`src/rtl/fetch_sequencer_pkg.sv`:
```
// Shared types and constants for the instruction fetch sequencer.
package fetch_sequencer_pkg;

  typedef enum logic [2:0] {
    ST_IDLE,
    ST_FETCH,
    ST_DECODE,
    ST_EXECUTE,
    ST_HALT
  } state_t;

  localparam int INSTR_WIDTH = 9;
  localparam int OPCODE_MSB  = 8;
  localparam int OPCODE_LSB  = 5;

  localparam logic [OPCODE_MSB-OPCODE_LSB:0] HALT_OPCODE = 4'b1111;

  function automatic logic is_halt(input logic [OPCODE_MSB-OPCODE_LSB:0] opcode);
    return opcode == HALT_OPCODE;
  endfunction

endpackage

```
`src/rtl/fetch_sequencer_program_counter.sv`:
```
// Program counter: holds the fetch address, advances by one (wrapping)
// or loads a branch target when an instruction completes.
module program_counter #(
  parameter int                  PC_WIDTH = 8,
  parameter logic [PC_WIDTH-1:0] RESET_PC = '0
) (
  input  logic                clock,
  input  logic                reset,
  input  logic                advance,
  input  logic                branch,
  input  logic [PC_WIDTH-1:0] target,
  output logic [PC_WIDTH-1:0] pc
);

  // PC update on instruction completion; natural overflow gives the wrap to 0
  always_ff @(posedge clock or posedge reset) begin
    if (reset) begin
      pc <= RESET_PC;
    end else if (advance) begin
      pc <= branch ? target : pc + 1'b1;
    end
  end

endmodule

```
`src/rtl/fetch_sequencer.sv`:
```
// Fetch/decode/execute sequencer for a 9-bit instruction machine.
// Optional feature: define MEM_TIMEOUT_EN to halt with a sticky fault when
// memory does not acknowledge a fetch within TIMEOUT_CYCLES cycles.
//
// state   | meaning
// IDLE    | waiting for start
// FETCH   | memory read outstanding at pc
// DECODE  | instruction register valid; halt check, execute kick-off
// EXECUTE | waiting for exec_done, then pc update
// HALT    | stopped until reset
module fetch_sequencer
  import fetch_sequencer_pkg::*;
#(
  parameter int                  PC_WIDTH       = 8,
  parameter logic [PC_WIDTH-1:0] RESET_PC       = '0,
  parameter int                  TIMEOUT_CYCLES = 16
) (
  input  logic                   clock,
  input  logic                   reset,
  input  logic                   start,
  output logic                   mem_req,
  output logic [PC_WIDTH-1:0]    mem_addr,
  input  logic                   mem_ack,
  input  logic [INSTR_WIDTH-1:0] mem_data,
  output logic                   ir_load,
  output logic [INSTR_WIDTH-1:0] ir_data,
  input  logic [INSTR_WIDTH-1:0] ir_q,
  output logic                   exec_start,
  input  logic                   exec_done,
  input  logic                   branch_taken,
  input  logic [PC_WIDTH-1:0]    branch_target,
  output logic                   busy,
  output logic                   halted,
  output logic                   fault
);

  state_t              state;
  logic                mem_req_q;
  logic                busy_q;
  logic                halted_q;
  logic                halt_instr;
  logic                pc_advance;
  logic                timeout_hit;
  logic [PC_WIDTH-1:0] pc;
  logic                unused_ir_bits;

  // Only the opcode field of the instruction matters to sequencing.
  assign unused_ir_bits = ^ir_q[OPCODE_LSB-1:0];
  assign halt_instr     = is_halt(ir_q[OPCODE_MSB:OPCODE_LSB]);

  assign mem_req    = mem_req_q;
  assign busy       = busy_q;
  assign halted     = halted_q;
  assign mem_addr   = pc;
  assign ir_data    = mem_data;
  assign ir_load    = (state == ST_FETCH) && mem_ack;
  assign exec_start = (state == ST_DECODE) && !halt_instr;
  assign pc_advance = (state == ST_EXECUTE) && exec_done;

  program_counter #(
    .PC_WIDTH (PC_WIDTH),
    .RESET_PC (RESET_PC)
  ) u_pc (
    .clock   (clock),
    .reset   (reset),
    .advance (pc_advance),
    .branch  (branch_taken),
    .target  (branch_target),
    .pc      (pc)
  );

`ifdef MEM_TIMEOUT_EN
  localparam int TW = $clog2(TIMEOUT_CYCLES + 1);

  logic [TW-1:0] timeout_cnt;
  logic          fault_q;

  assign timeout_hit = (state == ST_FETCH) && !mem_ack &&
                       (timeout_cnt == TW'(TIMEOUT_CYCLES - 1));
  assign fault       = fault_q;

  // Count unacknowledged fetch cycles; any ack or leaving fetch clears it
  always_ff @(posedge clock or posedge reset) begin
    if (reset) begin
      timeout_cnt <= '0;
      fault_q     <= 1'b0;
    end else begin
      if (state == ST_FETCH && !mem_ack && !timeout_hit) begin
        timeout_cnt <= timeout_cnt + 1'b1;
      end else begin
        timeout_cnt <= '0;
      end
      if (timeout_hit) begin
        fault_q <= 1'b1;
      end
    end
  end
`else
  logic unused_timeout;

  assign unused_timeout = (TIMEOUT_CYCLES == 0);
  assign timeout_hit    = 1'b0;
  assign fault          = 1'b0;
`endif

  // Sequencing FSM; status outputs are registered alongside the state
  always_ff @(posedge clock or posedge reset) begin
    if (reset) begin
      state     <= ST_IDLE;
      mem_req_q <= 1'b0;
      busy_q    <= 1'b0;
      halted_q  <= 1'b0;
    end else begin
      case (state)
        ST_IDLE: begin
          if (start) begin
            state     <= ST_FETCH;
            mem_req_q <= 1'b1;
            busy_q    <= 1'b1;
          end
        end
        ST_FETCH: begin
          if (mem_ack) begin
            state     <= ST_DECODE;
            mem_req_q <= 1'b0;
          end else if (timeout_hit) begin
            state     <= ST_HALT;
            mem_req_q <= 1'b0;
            busy_q    <= 1'b0;
            halted_q  <= 1'b1;
          end
        end
        ST_DECODE: begin
          if (halt_instr) begin
            state    <= ST_HALT;
            busy_q   <= 1'b0;
            halted_q <= 1'b1;
          end else begin
            state <= ST_EXECUTE;
          end
        end
        ST_EXECUTE: begin
          if (exec_done) begin
            state     <= ST_FETCH;
            mem_req_q <= 1'b1;
          end
        end
        ST_HALT: begin
          state <= ST_HALT;
        end
        default: begin
          state     <= ST_IDLE;
          mem_req_q <= 1'b0;
          busy_q    <= 1'b0;
          halted_q  <= 1'b0;
        end
      endcase
    end
  end

endmodule

```
`config.mk`:
```
export PLATFORM = sky130hd
export DESIGN_NAME = fetch_sequencer
export DESIGN_NICKNAME = d
export VERILOG_FILES = /design/src/rtl/fetch_sequencer_pkg.sv /design/src/rtl/fetch_sequencer_program_counter.sv /design/src/rtl/fetch_sequencer.sv
export SDC_FILE = /design/constraint.sdc
export NUM_CORES = 1
export LEC_CHECK = 0
export CORE_MARGIN = 2
export CORE_UTILIZATION = 39
export DETAILED_ROUTE_END_ITERATION = 8
export HOLD_SLACK_MARGIN = 0.02
export PLACE_DENSITY = 0.84
export SYNTH_ARGS = -nofsm -noshare
export SYNTH_HDL_FRONTEND = slang
export SYNTH_HIERARCHICAL = 1
export SYNTH_SLANG_ARGS = --single-unit
```
`constraint.sdc`:
```
create_clock -name clock -period 3.5 [get_ports clock]
set_input_delay 0.7 -clock clock [delete_from_list [all_inputs] [get_ports clock]]
set_output_delay 0.7 -clock clock [all_outputs]
set_load 0.005 [all_outputs]
```
==> flow_metrics.py <==
metrics = {
    "outcome": {
        "status": "completed",
    },
    "yosys": {
        "synthTopCellsByArea": "dfrtp_1, buf_4, o21ai_0, nor2b_1, a21oi_1",
        "ys_seq_area_share_pct": 38.0,
        "ys_ff_latch": 14,
        "synthCells": 104,
        "avgSynthCellArea_um2": 8.87,
        "synth_top_area_cell": "dfrtp_1",
        "syn_area_um2": 922,
        "synth_cell_type_count": 35,
        "syn_nets": 137,
        "yosys.area.top_type_share_pct": 38.0,
        "yosysWarnings": 6,
    },
    "floorplanning": {
        "die_area_um2": 2770,
        "placementRows": 17,
        "start_util_pct": 41.3,
        "ios": 55,
        "die_width_um": 52.6,
        "die_h_um": 52.6,
        "core-area_um2": 2230,
    },
    "critical_path": {
        "start_kind": "input port",
        "end_kind": "output port",
        "r2r_slack_ps": 1760,
        "crit_chain": "clkdlybuf4s50_1, nor2b_2, and3b_2, clkdlybuf4s50_1",
        "cpMostUsedCell": "clkdlybuf4s50_1",
        "critPathKind": "input port to output port",
        "arrival_ps": 2020,
        "slowest_delay_ps": 490,
        "cp_slowest_cell": "clkdlybuf4s50_1",
        "critPathBufInv": 2,
        "path_delay_family": "buffers and inverters",
        "crit_required_ps": 2800,
        "critPathMaxFanout": 2,
    },
    "sta": {
        "fin_tns_setup_ps": 0,
        "tightest_slew_ps": 630,
        "clock_skew_ps": 1.94,
        "finalSetupViolations": 0,
        "finalMaxSlewViolations": 0,
        "fin_crit_sh_pct": 77.7,
        "setup_ws_ps": 782,
        "slew_headroom_pct": 57.8,
        "rsz0062_at_grt": "no",
        "finalCriticalPeriod_ps": 2720,
        "fmax_ghz": 0.368,
        "hold_violations": 0,
    },
    "final_layout": {
        "fin_nets": 159,
        "final_cell_area_um2": 1200,
        "postLayoutCoreUtil_pct": 53.7,
        "multi_input_area_um2": 463,
        "syn2layout_area_growth_pct": 30.1,
        "regArea_um2": 350,
        "n_antenna_cell": 0,
        "drive_gt1_share_pct": 9.60,
        "fillers": 209,
        "final_cells": 153,
    },
    "grt": {
        "grt_pass1_vias": 762,
        "grt_use_met3_pct": 4.29,
        "use_met1_pct": 17.1,
        "grt_busiest_layer": "met2",
        "grt_antenna_before_repair": 0,
        "grt_pass1_wl_mm": 3.17,
        "grtUsageTotal_pct": 15.5,
        "grt_max_degree": 19,
        "overflow": 0,
        "grtUsageMet2_pct": 27.5,
    },
    "clock_tree": {
        "cts.sinks": 14,
        "clk_latency_ps": 280,
        "postCtsSetupBuffers": 0,
        "cts_resized": 0,
        "cts_tree": "yes",
        "hold_buffers": 0,
        "cts-root-buf": "clkbuf_4",
        "cts_buffer_depth": 2,
        "h-tree-depth": 1,
        "cts_buffers": 3,
        "path_clk_slew_ps": 80,
    },
    "detailed_routing": {
        "initialDrtViolationCount": 22,
        "dr.pass1.iters": 4,
        "wl_per_cell_um": 13.0,
        "vias": 826,
        "drt_wl_total_mm": 1.98,
        "ant_nets": 0,
        "drcViolationCount": 0,
        "via_per_inst": 5.40,
    },
    "run": {
        "maxCapViolations": 0,
    },
    "power": {
        "power.density_nw_per_um2": 723,
        "leakagePower_nw": 0.488,
        "peakVddDrop_uv": 383,
    },
    "placed_design": {
        "place_area_um2": 1160,
        "dp.cells": 149,
        "portBuffers": 30,
        "place.gp.congestion": 0.843,
        "dp_hpwl_mm": 1.49,
        "dp_slack_ps": 788,
    },
    "worst_hold_path": {
        "hp-class": "register to register",
    },
}
-- placed cells by master (no fill, tap or decap) --
master,instances
nor2b_1,6
conb_1,1
and3_2,1
buf_4,1
nand2_1,6
ha_1,1
nand3_1,4
and4_1,1
or4_1,3
nand2b_1,3
and3b_2,1
a21oi_1,7
o31ai_1,2
clkbuf_4,3
clkbuf_8,1
a22o_1,2
o21bai_1,1
nor3_1,1
dfrtp_1,14
o21a_1,1
o22ai_1,1
nand2b_4,1
o21ai_0,8
clkdlybuf4s50_1,30
and2b_2,1
mux2i_1,2
nand4_1,1
a221o_1,1
nor2_1,8
nand3_2,1
a31oi_1,3
a31o_2,1
nor2b_2,1
o211ai_1,1
inv_1,2
and2b_1,3
-- power breakdown --
part	total [mW]	switching, mW	internal [mW]
logic	0.420	0.169	0.251
registers	0.332	0.0983	0.234
clock network	0.116	0.0527	0.0633
-- cell families after synthesis --
| kind of cell | after synthesis | synth area share, % |
|---|---|---|
| AND/OR/NAND/NOR | 42 | 27.4 |
| AO/OA/AOI/OAI | 28 | 18.9 |
| buffers and inverters | 16 | 11.8 |
| flip-flops | 14 | 38.0 |
| multiplexers | 2 | 2.17 |
| adder cells (fa/ha/maj) | 1 | 1.36 |
| other | 1 | 0.407 |
-- layout make-up --
| type | instances | area share [%] |
|---|---|---|
| clock buffer | 4 | 3.02 |
| multi-input combinational | 74 | 38.6 |
| tap | 28 | 2.92 |
| timing repair buffer | 31 | 25.7 |
| inverter | 2 | 0.626 |
| sequential | 14 | 29.2 |
-- metrics by stage --
stage	power (mW)	hold slack, ps
3_3_place_gp	0.734	494
5_1_grt	0.936	543
6_report	0.868	537
3_5_place_dp	0.754	513
2_1_floorplan	0.551	489
4_1_cts	0.874	538
-- final timing paths --
check                                     start                     end  cells after the start
setup reg to reg           state[2]$_DFFE_PP0P_  u_pc/pc[7]$_DFFE_PP0P_                      6
max in group asynchronous                 reset  u_pc/pc[3]$_DFFE_PP0P_                      2
setup / recovery                        mem_ack                 ir_load                      4
min in group asynchronous                 reset    state[1]$_DFFE_PP0P_                      2
hold reg to reg              halted$_DFFE_PP0P_      halted$_DFFE_PP0P_                      1
hold / removal               halted$_DFFE_PP0P_      halted$_DFFE_PP0P_                      1
-- layer usage --
layer,routed length (um),up-vias,share of wire [%]
met5,0,-,0
met4,21,0,1.1
met3,138,4,7.0
met2,960,30,48
met1,865,394,44
li1,-,398,-
-- worst reg2reg max path, delay by kind of cell (launching register included) --
kind,cells,cell delay [ps]
DFF,1,460
buffers and inverters,1,240
and+or+nand+nor,5,970
-- sequential cells by signal, indices dropped and copies added, names as in the netlist --
signal,count
busy,1
mem_req,1
state,3
u_pc/pc,8
halted,1
-- Yosys cell counts (all sizes together) --
master,n
inv,2
a221o,1
mux2i,2
ha,1
a21oi,7
nor2b,7
nand2b,4
o211ai,1
and3b,1
nand3,5
a22o,2
nand2,6
dfrtp,14
or4,3
and3,1
nand4,1
o31ai,2
nor3,1
o22ai,1
and4,1
o21ai,8
a31o,1
o21a,1
a31oi,3
o21bai,1
nor2,8
conb,1
buf,14
and2b,4
(Power assumes the default switching activity.)
